$ cat src/rtl/scan_display_n.sv
// N-digit multiplexed display scanner: prescaled digit scan, frame-coherent snapshot,
// leading-zero blanking, per-digit blink and decimal points, all outputs registered.
module scan_display_n #(
    parameter int unsigned DIGITS       = 4,
    parameter int unsigned DIV          = 1000,
    parameter int unsigned BLINK_FRAMES = 64,
    parameter int unsigned EN_ACT_LOW   = 1
) (
    input  logic                  clk,
    input  logic                  rst,
    input  logic [4*DIGITS-1:0]   data,
    input  logic                  blank_lz,
    input  logic [DIGITS-1:0]     blink_mask,
    input  logic [DIGITS-1:0]     dp,
    output logic [3:0]            Dout,
    output logic [DIGITS-1:0]     Eout,
    output logic [7:0]            seg,
    output logic                  frame
);

    localparam int unsigned IW = $clog2(DIGITS);
    localparam int unsigned PW = $clog2(DIV);
    localparam int unsigned BW = $clog2(BLINK_FRAMES + 1);
    localparam int unsigned DW = 4 * DIGITS;
    localparam logic [DIGITS-1:0] EN_OFF = (EN_ACT_LOW != 0) ? {DIGITS{1'b1}} : '0;

    logic [PW-1:0]     pre_cnt;
    logic [IW-1:0]     idx;
    logic [DW-1:0]     snap_data;
    logic [DIGITS-1:0] snap_blink;
    logic [DIGITS-1:0] snap_dp;
    logic [BW-1:0]     blink_cnt;
    logic              blink_ph;

    logic              tick_c;
    logic              last_c;
    logic              frame_start_c;
    logic [3:0]        code_c;
    logic              cur_dp_c;
    logic              cur_blink_c;
    logic              upper_zero_c;
    logic              blank_c;
    logic [DIGITS-1:0] onehot_c;
    logic [DIGITS-1:0] en_c;
    logic [7:0]        seg_c;

    function automatic logic [6:0] decode(input logic [3:0] c);
        logic [6:0] s;
        case (c)
            4'h0: s = 7'h3F;
            4'h1: s = 7'h06;
            4'h2: s = 7'h5B;
            4'h3: s = 7'h4F;
            4'h4: s = 7'h66;
            4'h5: s = 7'h6D;
            4'h6: s = 7'h7D;
            4'h7: s = 7'h07;
            4'h8: s = 7'h7F;
            4'h9: s = 7'h6F;
            4'hA: s = 7'h77;
            4'hB: s = 7'h7C;
            4'hC: s = 7'h39;
            4'hD: s = 7'h5E;
            4'hE: s = 7'h79;
            default: s = 7'h71;
        endcase
        return s;
    endfunction

    assign tick_c        = (pre_cnt == PW'(DIV - 1));
    assign last_c        = (idx == IW'(DIGITS - 1));
    assign frame_start_c = tick_c & last_c;

    // Select the scanned digit and check whether it and every more significant digit are zero.
    always_comb begin
        code_c       = '0;
        cur_dp_c     = 1'b0;
        cur_blink_c  = 1'b0;
        upper_zero_c = 1'b1;
        for (int i = 0; i < int'(DIGITS); i++) begin
            if (IW'(i) == idx) begin
                code_c      = snap_data[4*i +: 4];
                cur_dp_c    = snap_dp[i];
                cur_blink_c = snap_blink[i];
            end
            if ((IW'(i) >= idx) && (snap_data[4*i +: 4] != 4'h0)) begin
                upper_zero_c = 1'b0;
            end
        end
    end

    always_comb begin
        blank_c  = (cur_blink_c & blink_ph) | (blank_lz & (idx != '0) & upper_zero_c);
        onehot_c = DIGITS'(1) << idx;
        en_c     = EN_OFF;
        seg_c    = 8'h00;
        if (!blank_c) begin
            en_c  = (EN_ACT_LOW != 0) ? ~onehot_c : onehot_c;
            seg_c = {cur_dp_c, decode(code_c)};
        end
    end

    // Scan counters, frame snapshot, blink phase and registered outputs.
    always_ff @(posedge clk) begin
        if (!rst) begin
            pre_cnt    <= '0;
            idx        <= '0;
            snap_data  <= '0;
            snap_blink <= '0;
            snap_dp    <= '0;
            blink_cnt  <= '0;
            blink_ph   <= 1'b0;
            Dout       <= 4'h0;
            Eout       <= EN_OFF;
            seg        <= 8'h00;
            frame      <= 1'b0;
        end else begin
            pre_cnt <= tick_c ? '0 : pre_cnt + PW'(1);
            if (tick_c) begin
                idx <= last_c ? '0 : idx + IW'(1);
            end
            frame <= frame_start_c;
            if (frame_start_c) begin
                snap_data  <= data;
                snap_blink <= blink_mask;
                snap_dp    <= dp;
                if (blink_cnt == BW'(BLINK_FRAMES - 1)) begin
                    blink_cnt <= '0;
                    blink_ph  <= ~blink_ph;
                end else begin
                    blink_cnt <= blink_cnt + BW'(1);
                end
            end
            Dout <= code_c;
            Eout <= en_c;
            seg  <= seg_c;
        end
    end

endmodule

$ cat config.mk
export PLATFORM = sky130hd
export DESIGN_NAME = scan_display_n
export DESIGN_NICKNAME = d
export VERILOG_FILES = /design/src/rtl/scan_display_n.sv
export SDC_FILE = /design/constraint.sdc
export NUM_CORES = 1
export LEC_CHECK = 0
export ABC_AREA = 1
export BUFFER_PORTS_ARGS = -buffer_cell sky130_fd_sc_hd__buf_2
export CAP_MARGIN = 15
export CORE_UTILIZATION = 38
export CTS_CLUSTER_DIAMETER = 150
export DETAILED_ROUTE_END_ITERATION = 8
export PLACE_DENSITY = 0.57
export RECOVER_POWER = 100
export SLEW_MARGIN = 10
export SYNTH_ARGS = -nofsm -noshare
export SYNTH_HDL_FRONTEND = slang
export SYNTH_SLANG_ARGS = --single-unit
$ cat constraint.sdc
create_clock -name clk -period 2.16 [get_ports clk]
set_input_delay 0.324 -clock clk [delete_from_list [all_inputs] [get_ports clk]]
set_output_delay 0.324 -clock clk [all_outputs]
set_load 0.02 [all_outputs]
==> impl_results.md, run 1 <==
* Status: finished, final reports clean
* Share of cells above drive strength 1 at 0.206
* Post-layout util at 0.465
* Seq. cell area at 1220 µm²
* Pwr/cell area at 713 nW/µm²
* Hold depth at 3
* I/O pins at 44
* Startpoint types: flip-flop
* Worst hold slack at 0.213 ns
* Final max-slew violation count at 0
* Num CTS Buffers at 9
* Die Height at 90.3 µm
* First DRT Iteration DRCs at 92
* Max Clock Skew at 0.00714 ns
* Unrepaired setup endpoints after global routing: false
* Endpoint class of the critical path: flip-flop
* Sinks on the clock net at 61
* DR WL/cell at 12.1 µm
* Vias in the first global route at 2404
* Syn avg cell area at 7.71 µm²
* Final TNS setup at 0 ns
* Primary FF master, synth: dfxtp_1
* CTS Hold Bufs at 0
* Synth Register Bits at 61
* First-pass GRT wire length at 11.1 mm
* Maximum fanout along the worst path at 10
* Register clock-pin slew on the reported worst setup and hold paths at 0.06 ns
* Worst-Margin Slew at 0.519 ns
* Leak at 1.36 nW
* Synth unique cells at 34
* Sequential fraction of the synthesis area at 0.412
* Via count at 2508
* Global route total overflow at 0
* Syn Inst Count at 384
* Ranking of synthesized cells by area: dfxtp_1 (41%), nand2_1 (12%), a21oi_2 (6.2%), ha_1 (5.9%), nand3_1 (5.6%)
* Post-synth EDFFs at 0
* Antenna violations before repair at 0
* IO buf count at 43
* Antenna-violating nets left at 0
* Max Cap Violations at 0
* Cell Count, Final, Fillers Out at 535
* Cell taking the most area after synthesis: dfxtp_1
* Row count at 31
* Placed Instance Area at 3260 µm²
* Max frequency at 0.505 GHz
* Commonest non-fill, non-tap cell in the layout: nand2_1
* Nets at 473
* Pin count of the biggest net entering global routing at 37
* Top-area cell type share of the netlist area at 0.412
* DR pass1 iterations at 4
* Worst VDD drop at 396 µV
* Commonest non-fill, non-tap cells in the layout: nand2_1 (106), dfxtp_1 (59), nor2_1 (37), nand3_1 (33), buf_2 (26)
* Cell count after placement at 520
* Area growth, synth to finish at 16.3%
* Setup crit start: idx[1]
* Synth Warn # at 0
* CP arrival at 2.19 ns
* Hold_sp: blink_mask[1]
* Crit path time final at 1.98 ns
* Core ar. at 7410 µm²
* Buffer levels on the longest clock path at 2
* Remaining DRCs at 0
* Synth Net Count at 425
* Reg2Reg Depth at 7
* Hold WC Path Type: input pin to flip-flop
* Final instance area at 3450 µm²
* Final hold vios at 0
* Tot GR Track Use at 0.171
* Clock latency on the worst-skew pair at 0.33 ns
* Relative slew slack at 0.654
* Multi-input logic area at 1510 µm²
* Area of the mapped netlist at 2960 µm²
* Post-CTS setup buffers at 0
* Die width at 90.3 µm
* DR vias/cell at 4.69
* Worst setup path class: flip-flop to flip-flop
* Total routed wirelength at 6.48 mm
* Final Cycle Share at 0.916
* Full die area at 8150 µm²
* Detailed Place HPWL at 4.70 mm
* CTS root buffer: clkbuf_8
* Fillers at 771
* CTS tree: built
* RR Startpoint: idx[1]
* Initial Util at 0.400
* CTS H-tree lvls at 3
* Setup violations, final at 0
* Antenna Cells at 0
* Post-synth ARST share at 0
* GPL Wtd Cong at 0.846
* CP required at 2.37 ns
[final cells by class]
type / count / area share
repair buffers: 49 / 0.0654
inverters: 32 / 0.0352
clock buffers: 11 / 0.0439
flip-flops and latches: 61 / 0.355
well taps: 99 / 0.0359
multi-input cells: 279 / 0.437
clock inverters: 4 / 0.0276
[path summary, 6_finish.rpt]
kind                                       to  slack [ns]
worst min register to register   blink_cnt[6]        0.45
worst max-delay path                   seg[3]        0.18
worst max register to register         seg[3]        0.18
worst min-delay path            snap_blink[1]        0.21
[per-layer routing]
layer,global-route usage,vias up,wire (µm)
li1,-,1329,-
met1,0.236,1126,3330
met2,0.251,51,2850
met3,0.0404,2,261
met4,0.0766,0,32
met5,0,-,0
[metrics by stage]
| step | setup slack (ns) | total power [W] |
|---|---|---|
| 6_report | 0.181 | 0.00246 |
| 5_1_grt | 0.0102 | 0.00256 |
| 4_1_cts | 0.0512 | 0.00250 |
| 3_5_place_dp | 0.0605 | 0.00125 |
| 3_3_place_gp | 0.159 | 0.00125 |
| 2_1_floorplan | 0.317 | 0.00121 |
[state kept, by name, summed over array words and instances (netlist names)]
register / flops
snap_dp: 4
frame: 1
snap_blink: 4
Eout: 4
snap_data: 16
Dout: 4
pre_cnt: 10
idx: 2
blink_cnt: 7
seg: 8
blink_ph: 1
[report_power, final]
group          leakage (nW)  total [W]  switching (W)  internal (W)
sequential            0.496    0.00114     0.00000512       0.00114
clock                 0.125    0.00124       0.000416      0.000821
combinational         0.736  0.0000786      0.0000504     0.0000282
total                  1.36    0.00246       0.000472       0.00199
[Yosys cell counts (6+ instances only)]
cell type / count
a21oi_1: 21
a21oi_2: 21
buf_2: 6
dfxtp_1: 61
ha_1: 14
inv_1: 23
inv_2: 6
nand2_1: 92
nand2_2: 22
nand3_1: 33
nor2_1: 37
nor3_1: 7
o21ai_0: 7
[what timing repair did]
| action | in CTS | in global routing |
|---|---|---|
| hold endpoints to repair | 0 | 0 |
| endpoints found under the setup margin | 0 | 7 |
| resized for setup | 0 | 10 |
[critical path: stages (launching register included)]
cell	delay (ns)
dfxtp_2	0.39
ha_1	0.38
inv_1	0.23
or2_0	0.38
nand2_2	0.23
nand2_1	0.09
nand3_1	0.09
a21oi_1	0.07
[cells by family (layout without fill, tap and decap cells)]
logic type / Yosys count / count (layout) / synth area share
xor+xnor: 6 / 6 / 0.0177
simple gates: 203 / 203 / 0.312
compound gates: 56 / 56 / 0.127
flops: 61 / 61 / 0.412
fa+ha+maj: 14 / 14 / 0.0591
buf+inv: 44 / 96 / 0.0718
No activity file was read; power rests on OpenSTA's default activity.
==> run 2: changes to the inputs <==
--- a/config.mk
+++ b/config.mk
@@ -8,10 +8,10 @@
 export ABC_AREA = 1
 export BUFFER_PORTS_ARGS = -buffer_cell sky130_fd_sc_hd__buf_2
 export CAP_MARGIN = 15
-export CORE_UTILIZATION = 38
+export CORE_UTILIZATION = 45
 export CTS_CLUSTER_DIAMETER = 150
 export DETAILED_ROUTE_END_ITERATION = 8
-export PLACE_DENSITY = 0.57
+export PLACE_DENSITY = 0.65
 export RECOVER_POWER = 100
 export SLEW_MARGIN = 10
 export SYNTH_ARGS = -nofsm -noshare
==> run 2 against run 1 <==
  * Register-to-register slack about the same
  * Non-clock buffer count unchanged
  * Sequential cell count unchanged
  * Largest cell class unchanged
  * Largest power group is now sequential cells
==> impl_results.md, run 2 (synthesis results as in run 1) <==
* Status: finished, final reports clean
* Final TNS setup at 0 ns (unchanged)
* Max Clock Skew at 0.00473 ns (-0.00241 ns)
* Hold depth at 3 (unchanged)
* Antenna violations before repair at 0 (unchanged)
* Endpoint class of the critical path: flip-flop
* Pwr/cell area at 674 nW/µm² (-5.5%)
* Remaining DRCs at 0 (unchanged)
* Detailed Place HPWL at 4.58 mm (-2.5%)
* Worst-Margin Slew at 0.568 ns (+0.0493 ns)
* First-pass GRT wire length at 11.2 mm (+0.38%)
* Pin count of the biggest net entering global routing at 27 (-27%)
* First DRT Iteration DRCs at 75 (-18%)
* Register with the most flip-flops: snap_data
* CTS tree: built
* DR WL/cell at 12.3 µm (+2.0%)
* Global route total overflow at 0 (unchanged)
* Worst VDD drop at 429 µV (+8.4%)
* Crit path time final at 1.97 ns (-0.00978 ns)
* Commonest non-fill, non-tap cell in the layout: nand2_1
* Full die area at 6910 µm² (-15%)
* Vias in the first global route at 2443 (+1.6%)
* Sinks on the clock net at 61 (unchanged)
* Total power at 0.00227 W (-7.7%)
* Buffer levels on the longest clock path at 2 (unchanged)
* Post-CTS setup buffers at 0 (unchanged)
* Commonest non-fill, non-tap cells in the layout: nand2_1 (106), dfxtp_1 (60), nor2_1 (39), nand3_1 (33), buf_2 (26)
* Unrepaired setup endpoints after global routing: false
* Largest register FFs at 16 (unchanged)
* I/O pins at 44 (unchanged)
* Nets at 473 (unchanged)
* Max frequency at 0.508 GHz (+0.50%)
* Antenna-violating nets left at 0 (unchanged)
* Num CTS Buffers at 9 (unchanged)
* Hold WC Path Type: input pin to flip-flop
* Total routed wirelength at 6.35 mm (-2.0%)
* CTS Hold Bufs at 0 (unchanged)
* Register clock-pin slew on the reported worst setup and hold paths at 0.06 ns (about the same)
* Tot GR Track Use at 0.201 (+0.0298)
* Die width at 83.1 µm (-7.9%)
* Via count at 2532 (+0.96%)
* CTS root buffer: clkbuf_8
* DR vias/cell at 4.93 (+5.1%)
* Final max-slew violation count at 0 (unchanged)
* Leak at 1.35 nW (-0.39%)
* Relative slew slack at 0.619 (-0.0354)
* Max Cap Violations at 0 (unchanged)
* Core ar. at 6350 µm² (-14%)
* Resized cells post-CTS at 0 (unchanged)
* Setup violations, final at 0 (unchanged)
* Final Cycle Share at 0.912 (-0.00453)
* Die Height at 83.1 µm (-7.9%)
* Reg2Reg Depth at 12 (+5)
* Row count at 29 (-6.5%)
* Placed Instance Area at 3230 µm² (-0.84%)
* CTS H-tree lvls at 3 (unchanged)
* GPL Wtd Cong at 0.956 (+13%)
* Startpoint types: flip-flop
* Regs by FF count: snap_data (16), pre_cnt (10), seg (8)
* Worst setup path class: flip-flop to flip-flop
* CP required at 2.38 ns (about the same)
* Final hold vios at 0 (unchanged)
* Clock latency on the worst-skew pair at 0.33 ns (about the same)
* Maximum fanout along the worst path at 6 (-4)
* Final instance area at 3370 µm² (-2.3%)
* Initial Util at 0.466 (+0.0666)
* IO buf count at 43 (unchanged)
* Share of cells above drive strength 1 at 0.199 (-0.00734)
* DR pass1 iterations at 4 (unchanged)
* Antenna Cells at 0 (unchanged)
* CP arrival at 2.19 ns (about the same)
* Area growth, synth to finish at 13.6%
## run 2: cell type report
class	instances	area [µm²]
Clock buffer	12	165
Clock inverter	4	45.0
Fill cell	635	2980
Inverter	32	121
Multi-Input combinational cell	279	1480
Sequential cell	61	1220
Tap cell	77	96.3
Timing Repair Buffer	49	233
## run 2: path summary, 6_finish.rpt
kind / startpoint / to / slack [ns]
setup reg to reg: idx[0] / seg[6] / 0.19
hold reg to reg: pre_cnt[0] / pre_cnt[0] / 0.45
hold / removal: blink_mask[1] / snap_blink[1] / 0.19
setup / recovery: idx[0] / seg[6] / 0.19
## run 2: power breakdown
| part | total, W | switching [W] | leakage (nW) | internal [W] |
|---|---|---|---|---|
| registers | 0.00114 | 0.00000544 | 0.495 | 0.00114 |
| logic | 0.0000777 | 0.0000483 | 0.744 | 0.0000294 |
| clock network | 0.00105 | 0.000427 | 0.112 | 0.000621 |
| total | 0.00227 | 0.000481 | 1.35 | 0.00179 |
## run 2: layer usage
layer | up-vias | track usage | wire [µm]
li1 | 1338 | - | -
met1 | 1124 | 0.264 | 3070
met2 | 58 | 0.320 | 2920
met3 | 12 | 0.0527 | 262
met4 | 0 | 0.0658 | 98
met5 | - | 0 | 0
## run 2: through the flow
| step | setup WS (ns) | hold WS [ns] | cells | utilization |
|---|---|---|---|---|
| floorplan | 0.317 | 0.418 | 384 | - |
| CTS | 0.0515 | 0.183 | 514 | 0.542 |
| detailed placement | 0.0752 | 0.446 | 498 | 0.509 |
| global route | 0.00725 | 0.204 | 514 | 0.530 |
| finish | 0.191 | 0.193 | 514 | 0.530 |
| global placement | 0.176 | 0.435 | 498 | 0.509 |
## run 2: critical path, stage by stage (launching register included)
cell,delay [ns]
dfxtp_1,0.39
inv_1,0.14
ha_1,0.30
nand3_1,0.12
nand2_1,0.05
nand2_1,0.07
nand2_2,0.08
inv_1,0.17
ha_1,0.18
nand3_1,0.09
nor2_1,0.11
nor2_1,0.04
and2_0,0.13
==> run 3: changes to the inputs <==
==> constraint.sdc (replaced) <==
create_clock -name clk -period 2.5 [get_ports clk]
set_input_delay 0.375 -clock clk [delete_from_list [all_inputs] [get_ports clk]]
set_output_delay 0.375 -clock clk [all_outputs]
set_load 0.1 [all_outputs]
==> run 3 against run 2 <==
  * Die area is the same
  * Register-to-register slack better by 0.13 ns
  * Final cell count is 1.4% lower
  * Non-clock buffer count shrank 5
  * Count of clock-buffer cells in the layout grew 1
  * Critical path type unchanged
==> impl_results.md, run 3 (synthesis results as in run 1) <==
* Post-layout util at 0.517 (-0.0132)
* Setup violations, final at 0 (unchanged)
* Antenna violations before repair at 0 (unchanged)
* Met2 usage at 0.296 (-0.0246)
* Crit path max-delay family: simple AND/OR/NAND/NOR gates
* Buffer levels on the longest clock path at 2 (unchanged)
* Max frequency at 0.459 GHz (-9.6%)
* Die Height at 83.1 µm (unchanged)
* First-pass GRT wire length at 10.3 mm (-7.5%)
* Crit path time final at 2.18 ns (+0.209 ns)
* Num CTS Buffers at 9 (unchanged)
* Grt met1 use at 0.236 (-0.0278)
* Regs by FF count: snap_data (16), pre_cnt (10), seg (8)
* GPL Wtd Cong at 0.850 (-11%)
* Endpoint class of the critical path: flip-flop
* Antenna-violating nets left at 0 (unchanged)
* Die width at 83.1 µm (unchanged)
* Remaining DRCs at 0 (unchanged)
* Startpoint types: flip-flop
* Tot GR Track Use at 0.188 (-0.0125)
* Post-CTS setup buffers at 0 (unchanged)
* CTS root buffer: clkbuf_8
* DR pass1 iterations at 4 (unchanged)
* Maximum fanout along the worst path at 11 (+5)
* GRT Max-Usage Layer: met2
* Final TNS setup at 0 ns (unchanged)
* Critical-path cell list: ha_1 -> inv_1 -> or2_0 -> nand2_1 -> nand2_1 -> nand3_1 -> a21oi_1
* Internal power at 0.00146 W (-18%)
* Global route total overflow at 0 (unchanged)
* Final max-slew violation count at 0 (unchanged)
* Antenna Cells at 0 (unchanged)
* P_sw at 0.000438 W (-9.0%)
* Post-route worst setup slack at 0.321 ns (+0.131 ns)
* Share of cells above drive strength 1 at 0.170 (-0.0293)
* Hold WC Path Type: input pin to flip-flop
* Vias in the first global route at 2317 (-5.2%)
* Register clock-pin slew on the reported worst setup and hold paths at 0.07 ns (about the same)
* Sw Ratio at 0.231 (+0.0186)
* Via count at 2513 (-0.75%)
* Met3 Resource Use GR at 0.0408 (-0.0119)
* Resized cells post-CTS at 0 (unchanged)
* CP arrival at 2.39 ns (+0.20 ns)
* Register with the most flip-flops: snap_data
* Worst-Margin Slew at 1.17 ns (+0.603 ns)
* CTS H-tree lvls at 3 (unchanged)
* CTS Hold Bufs at 0 (unchanged)
* Area growth, synth to finish at 10.8%
* Sinks on the clock net at 61 (unchanged)
* CP most frequent cell: nand2_1
* First DRT Iteration DRCs at 81 (+8.0%)
* Total routed wirelength at 6.04 mm (-4.8%)
* Pre-CTS WS at 0.380 ns (+0.305 ns)
* Sequential Power Share at 0.520 (+0.017)
* Row count at 29 (unchanged)
* Commonest non-fill, non-tap cells in the layout: nand2_1 (110), dfxtp_1 (61), nor2_1 (38), nand3_1 (35), buf_2 (26)
* Comb pwr share at 0.053 (+0.019)
* Full die area at 6910 µm² (unchanged)
* Pin count of the biggest net entering global routing at 37 (+37%)
* CP required at 2.71 ns (+0.33 ns)
* Clock latency on the worst-skew pair at 0.34 ns (about the same)
* Unrepaired setup endpoints after global routing: false
* CP bufs+invs at 1 (-1)
* Max Cap Violations at 0 (unchanged)
* Status: finished, final reports clean
* Total power at 0.00190 W (-16%)
* Commonest non-fill, non-tap cell in the layout: nand2_1
* DR WL/cell at 11.9 µm (-3.5%)
* CTS tree: built
* Relative slew slack at 0.223 (-0.396)
* Max Clock Skew at 0.00798 ns (+0.00325 ns)
* Largest register FFs at 16 (unchanged)
* Slowest cell on the critical path: ha_1
* Fillers at 654 (+3.0%)
* IO buf count at 43 (unchanged)
* Pwr/cell area at 578 nW/µm² (-14%)
* Final Cycle Share at 0.872 (-0.0403)
* Nets at 468 (-1.1%)
* Worst VDD drop at 363 µV (-15%)
* Initial Util at 0.466 (unchanged)
* Worst setup path class: flip-flop to flip-flop
* Crit-path max cell delay at 0.43 ns (+0.04 ns)
* I/O pins at 44 (unchanged)
* Clock share of power at 0.427 (-0.035)
* Final hold vios at 0 (unchanged)
* Core ar. at 6350 µm² (unchanged)
* Detailed Place HPWL at 4.29 mm (-6.4%)
* Leak at 1.31 nW (-3.0%)
* DR vias/cell at 4.96 (+0.62%)
## run 3: tightest hold or removal path, stage by stage
cell	delay, ns
buf_2	0.07
nand2_1	0.05
o31ai_1	0.05
## run 3: through the flow
step | hold WS [ns] | cells | cell area [µm²]
4_1_cts | 0.222 | 507 | 3380
5_1_grt | 0.228 | 507 | 3280
2_1_floorplan | 0.418 | 384 | 2960
3_5_place_dp | 0.438 | 493 | 3190
3_3_place_gp | 0.434 | 493 | 3190
6_report | 0.232 | 507 | 3280
## run 3: power groups by stage
stage / logic (W) / registers (W) / clock network, W
3_5_place_dp: 0.000106 / 0.00101 / 0
5_1_grt: 0.000108 / 0.000988 / 0.000873
4_1_cts: 0.000106 / 0.000987 / 0.000831
2_1_floorplan: 0.0000254 / 0.00105 / 0
3_3_place_gp: 0.000106 / 0.00101 / 0
6_report: 0.000100 / 0.000987 / 0.000811
## run 3: worst paths after layout
check | slack (ns) | cells past startpoint | end | start
max reg2reg | 0.32 | 7 | seg[3] | idx[1]
min | 0.23 | 3 | snap_data[6] | data[6]
max | 0.32 | 7 | seg[3] | idx[1]
min reg2reg | 0.45 | 1 | pre_cnt[0] | pre_cnt[0]
## run 3: layout make-up
class,instances,area (µm²),share of cell area
Inverter,32,124,0.0377
Timing Repair Buffer,44,201,0.0614
Clock buffer,13,179,0.0545
Clock inverter,1,5.00,0.00152
Tap cell,77,96.3,0.0294
Sequential cell,61,1220,0.372
Multi-Input combinational cell,279,1460,0.443
## run 3: per-layer routing
metal  part of all wire  vias to the layer above
met5                  0                        -
met4              0.016                        0
met3              0.052                        7
met2               0.44                       58
met1               0.49                     1127
li1                   -                     1321
